<file path="config.mk">
export PLATFORM = sky130hd
export DESIGN_NAME = hazard_ctrl
export DESIGN_NICKNAME = d
export VERILOG_FILES = /design/src/rtl/rv32_pipe_pkg.sv /design/src/rtl/sat_counter.sv /design/src/rtl/hazard_ctrl.sv
export SDC_FILE = /design/constraint.sdc
export NUM_CORES = 1
export LEC_CHECK = 0
export CAP_MARGIN = 20
export CORE_MARGIN = 1
export CORE_UTILIZATION = 40
export CTS_CLUSTER_SIZE = 12
export DETAILED_ROUTE_END_ITERATION = 8
export PLACE_DENSITY = 0.69
export SLEW_MARGIN = 20
export SYNTH_ARGS = -nofsm -noshare
export SYNTH_HDL_FRONTEND = slang
export SYNTH_SLANG_ARGS = --single-unit
</file>
<file path="constraint.sdc">
create_clock -name clk -period 3 [get_ports clk]
set_clock_uncertainty 0.15 [all_clocks]
set_input_delay 0.45 -clock clk [delete_from_list [all_inputs] [get_ports clk]]
set_output_delay 0.45 -clock clk [all_outputs]
set_load 0.01 [all_outputs]
</file>
<file path="src/rtl/rv32_pipe_pkg.sv">
// ---------------------------------------------------------------------------
// rv32_pipe_pkg
// Shared definitions for the 5-stage RV32I pipeline control logic.
//   pipe_state_e : hazard controller state encoding
//   NOP_INSTR    : canonical bubble instruction (addi x0, x0, 0)
// ---------------------------------------------------------------------------
package rv32_pipe_pkg;

  typedef enum logic [1:0] {
    RUN        = 2'd0,
    REDIR_HOLD = 2'd1,
    HALT       = 2'd2
  } pipe_state_e;

  localparam logic [31:0] NOP_INSTR = 32'h00000013;

endpackage

</file>
<file path="src/rtl/sat_counter.sv">
// ---------------------------------------------------------------------------
// sat_counter
// Event counter that either saturates at all-ones or wraps.
//   clk, rstn : clock, asynchronous active-low reset
//   inc       : count one event this cycle
//   clear     : synchronous clear (wins over inc)
//   count     : current count value
// ---------------------------------------------------------------------------
module sat_counter #(
  parameter int W        = 32,
  parameter bit SATURATE = 1'b1
) (
  input  logic         clk,
  input  logic         rstn,
  input  logic         inc,
  input  logic         clear,
  output logic [W-1:0] count
);

  logic [W-1:0] r_count;

  always_ff @(posedge clk or negedge rstn) begin
    if (!rstn) begin
      r_count <= '0;
    end else if (clear) begin
      r_count <= '0;
    end else if (inc) begin
      if (SATURATE && (&r_count)) begin
        r_count <= r_count;
      end else begin
        r_count <= r_count + W'(1);
      end
    end
  end

  assign count = r_count;

endmodule

</file>
<file path="src/rtl/hazard_ctrl.sv">
// ---------------------------------------------------------------------------
// hazard_ctrl
// Pipeline control unit for the 5-stage RV32I core (IF, DE, ALU, MEM, WB).
// Produces per-stage stall / bubble controls, the PC redirect, and
// stall / flush performance counters.
//   clk, rstn              : clock, asynchronous active-low reset
//   WaitLoad_1             : load-use hazard detected in DE
//   ALU_BranchTaken_1      : branch/jump in ALU resolved taken
//   ALU_BranchTarget_32    : target of that branch/jump
//   MemBusy_1              : data memory access not complete
//   IMemBusy_1             : fetch cannot accept a new PC this cycle
//   MEM_HaltReq_1          : EBREAK/ECALL in MEM requests halt
//   Resume_1               : leave HALT
//   IF/DE/ALU/MEM_Stall_1  : hold PC / IF-DE / DE-ALU / ALU-MEM register
//   DE_Flush_1, ALU_Flush_1: load bubble into IF-DE / DE-ALU register
//   PC_Redirect_1          : PC loads PC_RedirectTarget_32
//   PC_RedirectTarget_32   : redirect address (0 when no redirect)
//   Halted_1               : core halted
//   StallCycles            : cycles with IF_Stall_1 = 1
//   FlushCount             : redirects accepted by fetch
// ---------------------------------------------------------------------------
module hazard_ctrl
  import rv32_pipe_pkg::*;
#(
  parameter int CNT_W    = 32,
  parameter bit SATURATE = 1'b1
) (
  input  logic             clk,
  input  logic             rstn,
  input  logic             WaitLoad_1,
  input  logic             ALU_BranchTaken_1,
  input  logic [31:0]      ALU_BranchTarget_32,
  input  logic             MemBusy_1,
  input  logic             IMemBusy_1,
  input  logic             MEM_HaltReq_1,
  input  logic             Resume_1,
  output logic             IF_Stall_1,
  output logic             DE_Stall_1,
  output logic             ALU_Stall_1,
  output logic             MEM_Stall_1,
  output logic             DE_Flush_1,
  output logic             ALU_Flush_1,
  output logic             PC_Redirect_1,
  output logic [31:0]      PC_RedirectTarget_32,
  output logic             Halted_1,
  output logic [CNT_W-1:0] StallCycles,
  output logic [CNT_W-1:0] FlushCount
);

  pipe_state_e r_state;
  pipe_state_e w_nextState;
  logic [31:0] r_tgtReg;
  logic        w_tgtLoad;
  logic        w_flushInc;

  // State and held redirect target. Reset drops any pending redirect.
  always_ff @(posedge clk or negedge rstn) begin
    if (!rstn) begin
      r_state  <= RUN;
      r_tgtReg <= '0;
    end else begin
      r_state <= w_nextState;
      if (w_tgtLoad) begin
        r_tgtReg <= ALU_BranchTarget_32;
      end
    end
  end

  // Control decode in strict priority: reset, data-memory busy, HALT,
  // halt request, pending redirect, taken branch, load-use.
  always_comb begin
    w_nextState          = r_state;
    w_tgtLoad            = 1'b0;
    w_flushInc           = 1'b0;
    IF_Stall_1           = 1'b0;
    DE_Stall_1           = 1'b0;
    ALU_Stall_1          = 1'b0;
    MEM_Stall_1          = 1'b0;
    DE_Flush_1           = 1'b0;
    ALU_Flush_1          = 1'b0;
    PC_Redirect_1        = 1'b0;
    PC_RedirectTarget_32 = '0;
    Halted_1             = 1'b0;

    if (!rstn) begin
      IF_Stall_1  = 1'b1;
      DE_Stall_1  = 1'b1;
      ALU_Stall_1 = 1'b1;
      MEM_Stall_1 = 1'b1;
      DE_Flush_1  = 1'b1;
      ALU_Flush_1 = 1'b1;
      w_nextState = RUN;
    end else if (MemBusy_1) begin
      // Whole pipe frozen; a pending redirect or halt stays visible.
      IF_Stall_1  = 1'b1;
      DE_Stall_1  = 1'b1;
      ALU_Stall_1 = 1'b1;
      MEM_Stall_1 = 1'b1;
      if (r_state == REDIR_HOLD) begin
        PC_Redirect_1        = 1'b1;
        PC_RedirectTarget_32 = r_tgtReg;
      end
      if (r_state == HALT) begin
        Halted_1 = 1'b1;
      end
    end else if (r_state == HALT) begin
      IF_Stall_1  = 1'b1;
      DE_Stall_1  = 1'b1;
      ALU_Stall_1 = 1'b1;
      MEM_Stall_1 = 1'b1;
      Halted_1    = 1'b1;
      if (Resume_1) begin
        w_nextState = RUN;
      end
    end else if (MEM_HaltReq_1) begin
      // The halting instruction is older than anything in ALU/DE, so a
      // same-cycle branch or load-use is simply frozen.
      IF_Stall_1  = 1'b1;
      DE_Stall_1  = 1'b1;
      ALU_Stall_1 = 1'b1;
      MEM_Stall_1 = 1'b1;
      w_nextState = HALT;
    end else if (r_state == REDIR_HOLD) begin
      // Keep presenting the held target until fetch takes it.
      PC_Redirect_1        = 1'b1;
      PC_RedirectTarget_32 = r_tgtReg;
      DE_Flush_1           = 1'b1;
      ALU_Flush_1          = 1'b1;
      IF_Stall_1           = 1'b1;
      if (!IMemBusy_1) begin
        w_flushInc  = 1'b1;
        w_nextState = RUN;
      end
    end else if (ALU_BranchTaken_1) begin
      PC_Redirect_1        = 1'b1;
      PC_RedirectTarget_32 = ALU_BranchTarget_32;
      DE_Flush_1           = 1'b1;
      ALU_Flush_1          = 1'b1;
      if (!IMemBusy_1) begin
        w_flushInc = 1'b1;
      end else begin
        w_tgtLoad   = 1'b1;
        w_nextState = REDIR_HOLD;
      end
    end else if (WaitLoad_1) begin
      IF_Stall_1  = 1'b1;
      DE_Stall_1  = 1'b1;
      ALU_Flush_1 = 1'b1;
    end
  end

  sat_counter #(
    .W        (CNT_W),
    .SATURATE (SATURATE)
  ) u_stallCnt (
    .clk   (clk),
    .rstn  (rstn),
    .inc   (IF_Stall_1),
    .clear (1'b0),
    .count (StallCycles)
  );

  sat_counter #(
    .W        (CNT_W),
    .SATURATE (SATURATE)
  ) u_flushCnt (
    .clk   (clk),
    .rstn  (rstn),
    .inc   (w_flushInc),
    .clear (1'b0),
    .count (FlushCount)
  );

endmodule

</file>
==> results of run 1 <==
-- synth_stat cells (4+ instances only) --
cell	count	share of area [%]
xnor2_1	42	7.2
nor2_1	14	1.0
a21oi_1	38	3.7
nand3_1	34	3.3
mux2_2	35	7.7
and3_1	15	1.8
nor3_2	6	1.2
dfrtp_1	98	48
nand2_1	82	6.0
nor3_1	8	0.79
buf_4	7	1.0
nand2b_1	4	0.49
nand4_1	25	3.1
a31oi_1	4	0.49
and4_1	9	1.5
clkbuf_1	15	1.1
xor2_1	14	2.4
inv_1	10	0.74
-- how the worst max path moves through the flow --
stage                            from                       end  slack (ps)
finish                  MEM_HaltReq_1                IF_Stall_1         120
detailed placement  ALU_BranchTaken_1  PC_RedirectTarget_32[30]          -7
CTS                 ALU_BranchTaken_1  PC_RedirectTarget_32[15]           6
global placement    ALU_BranchTaken_1   PC_RedirectTarget_32[0]          60
floorplan           ALU_BranchTaken_1             PC_Redirect_1         730
global route            MEM_HaltReq_1                IF_Stall_1          10
-- through the flow --
stage / setup slack (ps) / hold slack [ps] / setup TNS, ps
3_3_place_gp: 58.83 / 331.8 / 0
3_5_place_dp: -7.382 / 335.5 / -7.382
6_report: 124.1 / 117.2 / 0
2_1_floorplan: 734.1 / 4.409 / 0
4_1_cts: 5.899 / 127.4 / 0
5_1_grt: 11.52 / 164.7 / 0
-- power groups by stage --
stage                     combinational, mW  clock (mW)  sequential, mW
after floorplan                       0.282           0            1.67
after global placement                0.601           0            1.67
after detailed placement              0.620           0            1.68
after CTS                             0.624        1.28            1.66
after global routing                  0.670        1.33            1.68
final                                 0.613        1.24            1.65
-- layout make-up --
class,count,area (sq um),share of cell area [%]
Multi-Input combinational cell,371,2489,34.92
Sequential cell,98,2452,34.41
Inverter,10,37.54,0.5267
Tap cell,168,210.2,2.949
Clock buffer,13,260.3,3.652
Timing Repair Buffer,162,1618,22.70
Clock inverter,2,60.06,0.8427
-- metal layers --
layer,routed length [um],track usage (%),vias up
met1,5580,25.68,2065
li1,-,-,2067
met3,650,4.744,19
met4,210,6.494,0
met5,0,0,-
met2,5978,31.33,112
-- what timing repair did --
item                                    4_1_cts  5_1_grt
pin swaps                                     0        0
hold buffers                                  0        0
gates cloned                                  0        0
endpoints found under the setup margin        1       32
resized for setup                             1       10
-- logic make-up after synthesis --
kind of cell             Yosys count  synth area share [%]
AND/OR/NAND/NOR                  218                 23.24
flip-flops                        98                 48.10
AO/OA/AOI/OAI                     58                 7.043
XOR/XNOR                          56                 9.620
buffers and inverters             36                 3.386
multiplexers                      36                 7.926
adder cells (fa/ha/maj)            3                0.6870
-- state kept, by name (all words and copies together), names as in the netlist --
name,flops
r_tgtReg,32
u_flushCnt.count,32
u_stallCnt.count,32
r_state,2
-- worst register-to-register path, delay by kind of cell, from the launching register on --
kind	cells	cell delay (ps)
XOR/XNOR	1	170
adder cells (fa/ha/maj)	1	210
flip-flops	1	430
AND/OR/NAND/NOR	4	1540
==> impl_results.md, run 1 <==
- Outcome: finished clean
- Tot Pwr: ~3.5 mW
- Top delay family on crit path: buffers and inverters
- First-pass GRT wire length: 20270 um
- Critical path class: input port to output pin
- RSZ-0062 raised after global routing: no
- Leak: 3.092 nW
- Cell Int Power: between 2 and 3 mW
- CTS Buffer Depth: 2
- Routed wire length: approximately 12000 um
- Vert. Die Dim: approximately 110 um
- Vias in the first global route: 4102
- Hold Path Class: input port to asynchronous set/reset pin
- Slew Limit Fails: 0
- Sw Ratio: approximately a quarter
- GRT Util Overall: approximately 20%
- Largest net degree at the start of global routing: 54
- FF-to-FF path depth: 6
- Row count: 40
- DP Area: ~0.0068 sq mm
- CTS root buf: clkbuf_16
- Commonest non-fill, non-tap cell in the layout: clkdlybuf4s50_1
- Worst Path Max Fanout: 7
- Worst Setup End Kind: output pin
- Power Density: 492.5 mW/mm^2
- Core area: about 0.012 sq mm
- Post-synth EDFFs: 0
- CTS tree: done
- Flops & latches, synth: 98
- Residual DRC count: 0
- Fillcell total: approximately 1100
- CTS Sinks: ~100
- Post-CTS Setup Bufs: 0
- Final hold violation count: 0
- Netlist cell types: 48
- Slew HR: a little over half
- Syn Nets: around 550
- Initial antenna violation count: 0
- WP data required: approximately 2400 ps
- Max Clock Freq: 0.3477 GHz
- Critical path's largest stage delay: ~570 ps
- Worst path cell trace: clkdlybuf4s50_1 -> nor3b_4 -> and4_1 -> inv_1 -> clkdlybuf4s50_1
- R2R Path Start: u_flushCnt.count[0]
- Antenna-violating nets left: 0
- Final GP Congestion: a little over 0.8
- Max_cap viols: 0
- Net Switching: 0.8630 mW
- Yosys warnings: 0
- Critical Path Stages: 5
- Ant diodes: 0
- Post-layout instance area: 0.007127 sq mm
- CP Data Arrival Time: 2280 ps
- H-tree depth: 3
- Max stage delay cell, worst path: clkdlybuf4s50_1
- Ys async rst share: 100.0%
- Netlist Area Pre-Place: 0.005099 sq mm
- I/O pins: 144
- Measured slew at the worst slew-check pin: just under 700 ps
- Final nets: 694
- Routed WL per cell: 15.07 um
- Seq pwr share: a little under half
- Vias post-DR: approximately 4300
- Final min period: between 2000 and 3000 ps
- Finished Core Util: between 50% and 60%
- CTS Buf Count: 9
- Synth Flop Type: dfrtp_1
- Starting Density: 41.75%
- HPWL Detailed: roughly 9000 um
- Port bufs: about 140
- Grt total ovfl: 0
- Cell mode on critical path: clkdlybuf4s50_1
- RR Endpoint: u_flushCnt.count[27]
- Most frequent cells in the layout: clkdlybuf4s50_1 (132), dfrtp_1 (98), nand2_1 (82), xnor2_1 (42), a21oi_1 (38)
- Final setup fails: 0
- Clk_lat worst skew: 340 ps
- Cells after synthesis: approximately 510
- FF-to-FF setup slack: 390 ps
- Die width: between 100 and 150 um
- Die Area: around 0.013 sq mm
- Setup crit start kind: input port
- Final cell count without fillers: about 820
- Post-synthesis sequential area ratio: roughly half
- Comb power frac: about 18%
- Max rail drop VDD: 0.3106 mV
- Area Overhead vs Synth: 39.78%
- Clock-pin slew on the worst setup and hold paths: 60 ps
- Final Cycle Share: ~96%
- Critical path buffers and inverters: 3
- Synth Area per Inst: 10.10 sq um
- Pre-antenna DRT Iters: 4
- Clock network power share: 35.4%
- Vias/cell: ~5.2
- Inst Count DP: 809
- Share of layout cells above drive strength 1: between 10% and 20%
- 1st-iter DRT viols: ~220
Power figures use the tool's default switching activity.
==> run 2: changes to the inputs <==
--- a/config.mk
+++ b/config.mk
@@ -15,3 +15,4 @@
 export SYNTH_ARGS = -nofsm -noshare
 export SYNTH_HDL_FRONTEND = slang
 export SYNTH_SLANG_ARGS = --single-unit
+export TNS_END_PERCENT = 50
==> constraint.sdc (replaced) <==
create_clock -name clk -period 3 [get_ports clk]
set_clock_uncertainty 0.15 [all_clocks]
set_input_delay 0.75 -clock clk [delete_from_list [all_inputs] [get_ports clk]]
set_output_delay 0.75 -clock clk [all_outputs]
set_load 0.01 [all_outputs]
==> run 2 against run 1 <==
Against the previous run: global-route usage is 0.86 points higher; clock power is 7% lower; sequential power hardly changed; utilization is 0.48 points lower.
==> impl_results.md, run 2 (same netlist as run 1, synthesis figures left out) <==
- Outcome: finished clean
- Max_cap viols: 0 (unchanged)
- CTS Buffer Depth: 2 (unchanged)
- Slew HR: 53.18% (-1.8 points)
- Measured slew at the worst slew-check pin: 702.3 ps (+27.10 ps)
- First-pass GRT wire length: 21230 um (+4.7%)
- HPWL Detailed: 9049 um (+1.1%)
- CTS Sinks: 98 (unchanged)
- 1st-iter DRT viols: 206 (-5.1%)
- Commonest non-fill, non-tap cell in the layout: clkdlybuf4s50_1
- Antenna-violating nets left: 0 (unchanged)
- Die Area: 0.01320 sq mm (unchanged)
- Final hold violation count: 0 (unchanged)
- Initial antenna violation count: 0 (unchanged)
- Power Density: 483.3 mW/mm^2 (-1.9%)
- Most frequent cells in the layout: clkdlybuf4s50_1 (100), dfrtp_1 (97), nand2_1 (82), xnor2_1 (42), mux2_2 (35)
- Worst Path Max Fanout: 8 (+1)
- Max Clock Freq: 0.3430 GHz (-1.4%)
- Leak: 3.066 nW (-0.83%)
- Inst Count DP: 813 (+0.49%)
- CTS tree: done
- Port bufs: 143 (unchanged)
- Routed wire length: 12870 um (+3.7%)
- CTS root buf: clkbuf_16
- Residual DRC count: 0 (unchanged)
- CP Data Arrival Time: 2020 ps (-260 ps)
- Setup crit start kind: flip-flop
- WP data required: 2100 ps (-300 ps)
- Placement Setup Slack: -607.6 ps (-600.2 ps)
- H-tree depth: 3 (unchanged)
- Final GP Congestion: 0.8156 (-1.7%)
- Final worst slack: 84.21 ps (-39.90 ps)
- Ant diodes: 0 (unchanged)
- Final min period: 2916 ps (+39.90 ps)
- Max rail drop VDD: 0.3898 mV (+26%)
- Vias in the first global route: 4313 (+5.1%)
- Pre-antenna DRT Iters: 4 (unchanged)
- Clock-pin slew on the worst setup and hold paths: 70 ps (about the same)
- Final setup fails: 0 (unchanged)
- Vert. Die Dim: 114.9 um (unchanged)
- Starting Density: 41.75% (unchanged)
- Vias post-DR: 4385 (+2.9%)
- Area Overhead vs Synth: 38.63%
- Die width: 114.9 um (unchanged)
- Slew Limit Fails: 0 (unchanged)
- Largest net degree at the start of global routing: 51 (-5.6%)
- Routed WL per cell: 15.40 um (+2.2%)
- I/O pins: 144 (unchanged)
- Row count: 40 (unchanged)
- Hold Path Class: input port to asynchronous set/reset pin
- Final nets: 705 (+1.6%)
- Final cell count without fillers: 836 (+1.5%)
- Finished Core Util: 57.88% (-0.48 points)
- Final Cycle Share: 97.19% (+1.3 points)
- Fillcell total: 1129 (+4.4%)
- Core area: 0.01221 sq mm (unchanged)
- Grt total ovfl: 0 (unchanged)
- GRT Util Overall: 20.29% (+0.86 points)
- Critical path class: flip-flop to output pin
- Tot Pwr: 3.416 mW (-2.7%)
- Worst Setup End Kind: output pin
- CTS Hold Bufs: 0 (unchanged)
- Vias/cell: 5.245 (+1.4%)
- Clk_lat worst skew: 340 ps (about the same)
- Setup TNS Final: 0 ps (unchanged)
- Share of layout cells above drive strength 1: 21.41% (+8.0 points)
- CTS Buf Count: 9 (unchanged)
-- run 2: timing repair --
action	4_1_cts	5_1_grt
buffers inserted	5	1
gates cloned	1	0
setup endpoints to repair	39	38
gates resized for setup	143	16
pin swaps	2	1
-- run 2: where the power goes --
| group | total [mW] | leakage, nW | switching [mW] | internal (mW) |
|---|---|---|---|---|
| Clock | 1.15 | 0.139 | 0.498 | 0.648 |
| Sequential | 1.65 | 1.29 | 0.150 | 1.50 |
| Combinational | 0.616 | 1.64 | 0.246 | 0.370 |
-- run 2: worst max-delay path, cell delays in order (launching register included) --
cell and delay [ps]:
dfrtp_1 470, nand2b_1 290, nor2_1 220, o21ai_4 120, buf_16 150, buf_4 150, a21oi_1 120, buf_2 150
-- run 2: through the flow --
stage          hold WS (ps)  instance area, sq um
2_1_floorplan         304.4                  5099
3_3_place_gp          331.0                  6828
3_5_place_dp          338.0                  6828
4_1_cts               52.05                  7047
5_1_grt               50.80                  7068
6_report              59.70                  7068
-- run 2: layout make-up --
| type | count | area [sq um] | area share [%] |
|---|---|---|---|
| Clock buffer | 10 | 229.0 | 3.240 |
| Clock inverter | 6 | 67.56 | 0.9559 |
| Inverter | 10 | 37.54 | 0.5311 |
| Multi-Input combinational cell | 371 | 2522 | 35.69 |
| Sequential cell | 98 | 2454 | 34.71 |
| Tap cell | 168 | 210.2 | 2.974 |
| Timing Repair Buffer | 173 | 1548 | 21.90 |
-- run 2: path summary, 6_finish.rpt --
check                                startpoint  slack, ps                  endpoint  cells after the start
max                                  r_state[1]         80  PC_RedirectTarget_32[20]                      7
min in group clk           u_flushCnt.count[23]        340      u_flushCnt.count[23]                      1
max in group asynchronous                  rstn       1190      u_stallCnt.count[27]                      3
min                                        rstn         60                r_state[1]                      1
min reg2reg                u_flushCnt.count[23]        340      u_flushCnt.count[23]                      1
max reg2reg                 u_flushCnt.count[0]        360      u_flushCnt.count[27]                      6
-- run 2: layer usage --
layer	up-vias	part of all wire, %	global-route usage (%)
li1	2102	-	-
met1	2162	45	26.40
met2	104	49	33.90
met3	17	4.5	4.481
met4	0	1.6	6.061
met5	-	0	0
==> run 3: changes to the inputs <==
--- a/config.mk
+++ b/config.mk
@@ -11,6 +11,7 @@
 export CTS_CLUSTER_SIZE = 12
 export DETAILED_ROUTE_END_ITERATION = 8
 export PLACE_DENSITY = 0.69
+export SETUP_SLACK_MARGIN = 0.1
 export SLEW_MARGIN = 20
 export SYNTH_ARGS = -nofsm -noshare
 export SYNTH_HDL_FRONTEND = slang
==> run 3 against run 2 <==
Against the previous run: critical path depth increased by 2; sequential cell count unchanged; wire length increased by 1.9%; global-route usage increased by 0.091 points; setup slack improved by 6.3 ps; critical endpoint is now PC_RedirectTarget_32[25]; clock power about the same; die area unchanged; cell count increased by 0.24%; sequential power about the same; non-clock buffer count increased by 2.
==> impl_results.md, run 3 (same netlist as run 1, synthesis figures left out) <==
- Routed wire length: 13130 um (+1.9%)
- Row count: 40 (unchanged)
- Outcome: finished clean
- Residual DRC count: 0 (unchanged)
- Worst Setup SP: MemBusy_1
- Seq pwr share: 48.2% (-0.2 points)
- Tot Pwr: 3.430 mW (+0.40%)
- Max rail drop VDD: 0.3898 mV (about the same)
- Setup crit start kind: input port
- Net Switching: 0.9011 mW (+0.77%)
- Clock network power share: 33.5% (about the same)
- Grt total ovfl: 0 (unchanged)
- Post-layout instance area: 0.007159 sq mm (+1.3%)
- Leak: 3.093 nW (+0.87%)
- Pre-antenna DRT Iters: 6 (+2)
- Max_cap viols: 0 (unchanged)
- Measured slew at the worst slew-check pin: 692.8 ps (-9.508 ps)
- Die Area: 0.01320 sq mm (unchanged)
- Worst Setup End Kind: output pin
- Initial antenna violation count: 0 (unchanged)
- I/O pins: 144 (unchanged)
- Vias post-DR: 4407 (+0.50%)
- Final nets: 707 (+0.28%)
- Commonest non-fill, non-tap cell in the layout: clkdlybuf4s50_1
- Sw Ratio: 26.27% (+0.096 points)
- Routed WL per cell: 15.66 um (+1.7%)
- Port bufs: 143 (unchanged)
- CP Data Arrival Time: 2010 ps (about the same)
- Slew HR: 53.81% (+0.63 points)
- Antenna-violating nets left: 0 (unchanged)
- Fillcell total: 1119 (-0.89%)
- Area Overhead vs Synth: 40.42%
- Starting Density: 41.75% (unchanged)
- Clock-pin slew on the worst setup and hold paths: 70 ps (about the same)
- Cell Int Power: 2.528 mW (+0.27%)
- CTS Hold Bufs: 0 (unchanged)
- CTS Buffer Depth: 2 (unchanged)
- Final setup fails: 0 (unchanged)
- Max stage delay cell, worst path: clkdlybuf4s15_2
- Hold Path Class: input port to asynchronous set/reset pin
- CTS Sinks: 98 (unchanged)
- Final min period: 2909 ps (-6.301 ps)
- Critical path class: input port to output pin
- HPWL Detailed: 9049 um (unchanged)
- Vias/cell: 5.259 (+0.26%)
- Final Cycle Share: 96.98% (-0.21 points)
- CTS Buf Count: 9 (unchanged)
- Share of layout cells above drive strength 1: 22.54% (+1.1 points)
- First-pass GRT wire length: 21320 um (+0.42%)
- CTS tree: done
- H-tree depth: 3 (unchanged)
- Vias in the first global route: 4306 (-0.16%)
- Max Clock Freq: 0.3437 GHz (+0.22%)
- Worst path cell trace: buf_2 -> nor2b_4 -> o21ai_2 -> a21oi_2 -> o21ai_4 -> buf_6 -> buf_12 -> a21oi_1 -> clkdlybuf4s15_2
- Reg area: 0.002455 sq mm (about the same)
- Worst Path Max Fanout: 5 (-3)
- Vert. Die Dim: 114.9 um (unchanged)
- R2R Path Start: u_flushCnt.count[0]
- DP Area: 0.006828 sq mm (unchanged)
- GRT Util Overall: 20.38% (+0.091 points)
- Core area: 0.01221 sq mm (unchanged)
- 1st-iter DRT viols: 185 (-10%)
- Area of the multi-input gates: 0.002539 sq mm (+0.64%)
- Comb power frac: 18.3% (+0.3 points)
- Critical path's largest stage delay: 240 ps (-230 ps)
- Final GP Congestion: 0.8156 (unchanged)
- Most frequent cells in the layout: clkdlybuf4s50_1 (100), dfrtp_1 (96), nand2_1 (82), xnor2_1 (42), mux2_2 (35)
- CTS root buf: clkbuf_16
- Largest net degree at the start of global routing: 51 (unchanged)
- Final hold violation count: 0 (unchanged)
- Clk_lat worst skew: 340 ps (about the same)
- Ant diodes: 0 (unchanged)
- RSZ-0062 raised after global routing: yes
- WP data required: 2100 ps (about the same)
- Power Density: 479.0 mW/mm^2 (-0.88%)
- Slew Limit Fails: 0 (unchanged)
- Die width: 114.9 um (unchanged)
run 3: changes by cell type in the layout (fill, tap and decap cells not counted), sizes merged:
| cell | change |
|---|---|
| buf | -2 |
| clkdlybuf4s15 | +2 |
| clkbuf | +1 |
| dlygate4sd2 | +1 |
run 3: cell type report:
type / instances / area share, %
Clock buffer: 10 / 3.198
Tap cell: 168 / 2.936
Inverter: 10 / 0.5243
Clock inverter: 6 / 0.9437
Sequential cell: 98 / 34.29
Multi-Input combinational cell: 371 / 35.46
Timing Repair Buffer: 175 / 22.65
run 3: per-stage QoR:
step	setup WS, ps	std cells	TNS [ps]	utilization [%]	hold WS [ps]
2_1_floorplan	134.1	505	0	-	304.4
3_3_place_gp	-561.3	813	-20220	55.91	331.0
3_5_place_dp	-607.6	813	-22350	55.91	338.0
4_1_cts	10.92	835	0	57.78	52.05
5_1_grt	11.74	838	0	58.63	50.89
6_report	90.51	838	0	58.63	60.93
run 3: repair_timing:
action,in CTS,in global routing
pin swaps,2,0
gates resized for setup,146,17
setup buffers,5,1
endpoints found under the setup margin,39,38
cloned,1,2
run 3: worst paths after layout:
check | cells after the start | slack [ps] | endpoint
worst min-delay path | 1 | 60 | r_state[1]
worst min register to register | 1 | 340 | u_flushCnt.count[23]
worst max register to register | 6 | 370 | u_flushCnt.count[27]
max in group asynchronous | 3 | 1180 | u_stallCnt.count[17]
worst max-delay path | 9 | 90 | PC_RedirectTarget_32[25]
min in group clk | 1 | 340 | u_flushCnt.count[23]
run 3: worst max-delay path, delay by kind of cell:
kind	cells	cell delay (ps)
AO/OA/AOI/OAI	4	470
buffers and inverters	4	660
AND/OR/NAND/NOR	1	120
run 3: metal layers:
| layer | share of wire [%] | vias to the layer above | GRT usage (%) |
|---|---|---|---|
| met5 | 0 | - | 0 |
| met4 | 1.6 | 0 | 5.801 |
| met3 | 4.2 | 17 | 4.481 |
| met2 | 49 | 94 | 33.98 |
| met1 | 46 | 2190 | 26.70 |
| li1 | - | 2106 | - |
run 3: power by group through the flow:
| stage | Clock [mW] | Sequential [mW] | Combinational, mW |
|---|---|---|---|
| final | 1.15 | 1.65 | 0.627 |
| after global routing | 1.22 | 1.69 | 0.692 |
| after CTS | 1.17 | 1.65 | 0.622 |
| after detailed placement | 0 | 1.68 | 0.622 |
| after global placement | 0 | 1.67 | 0.606 |
| after floorplan | 0 | 1.67 | 0.282 |
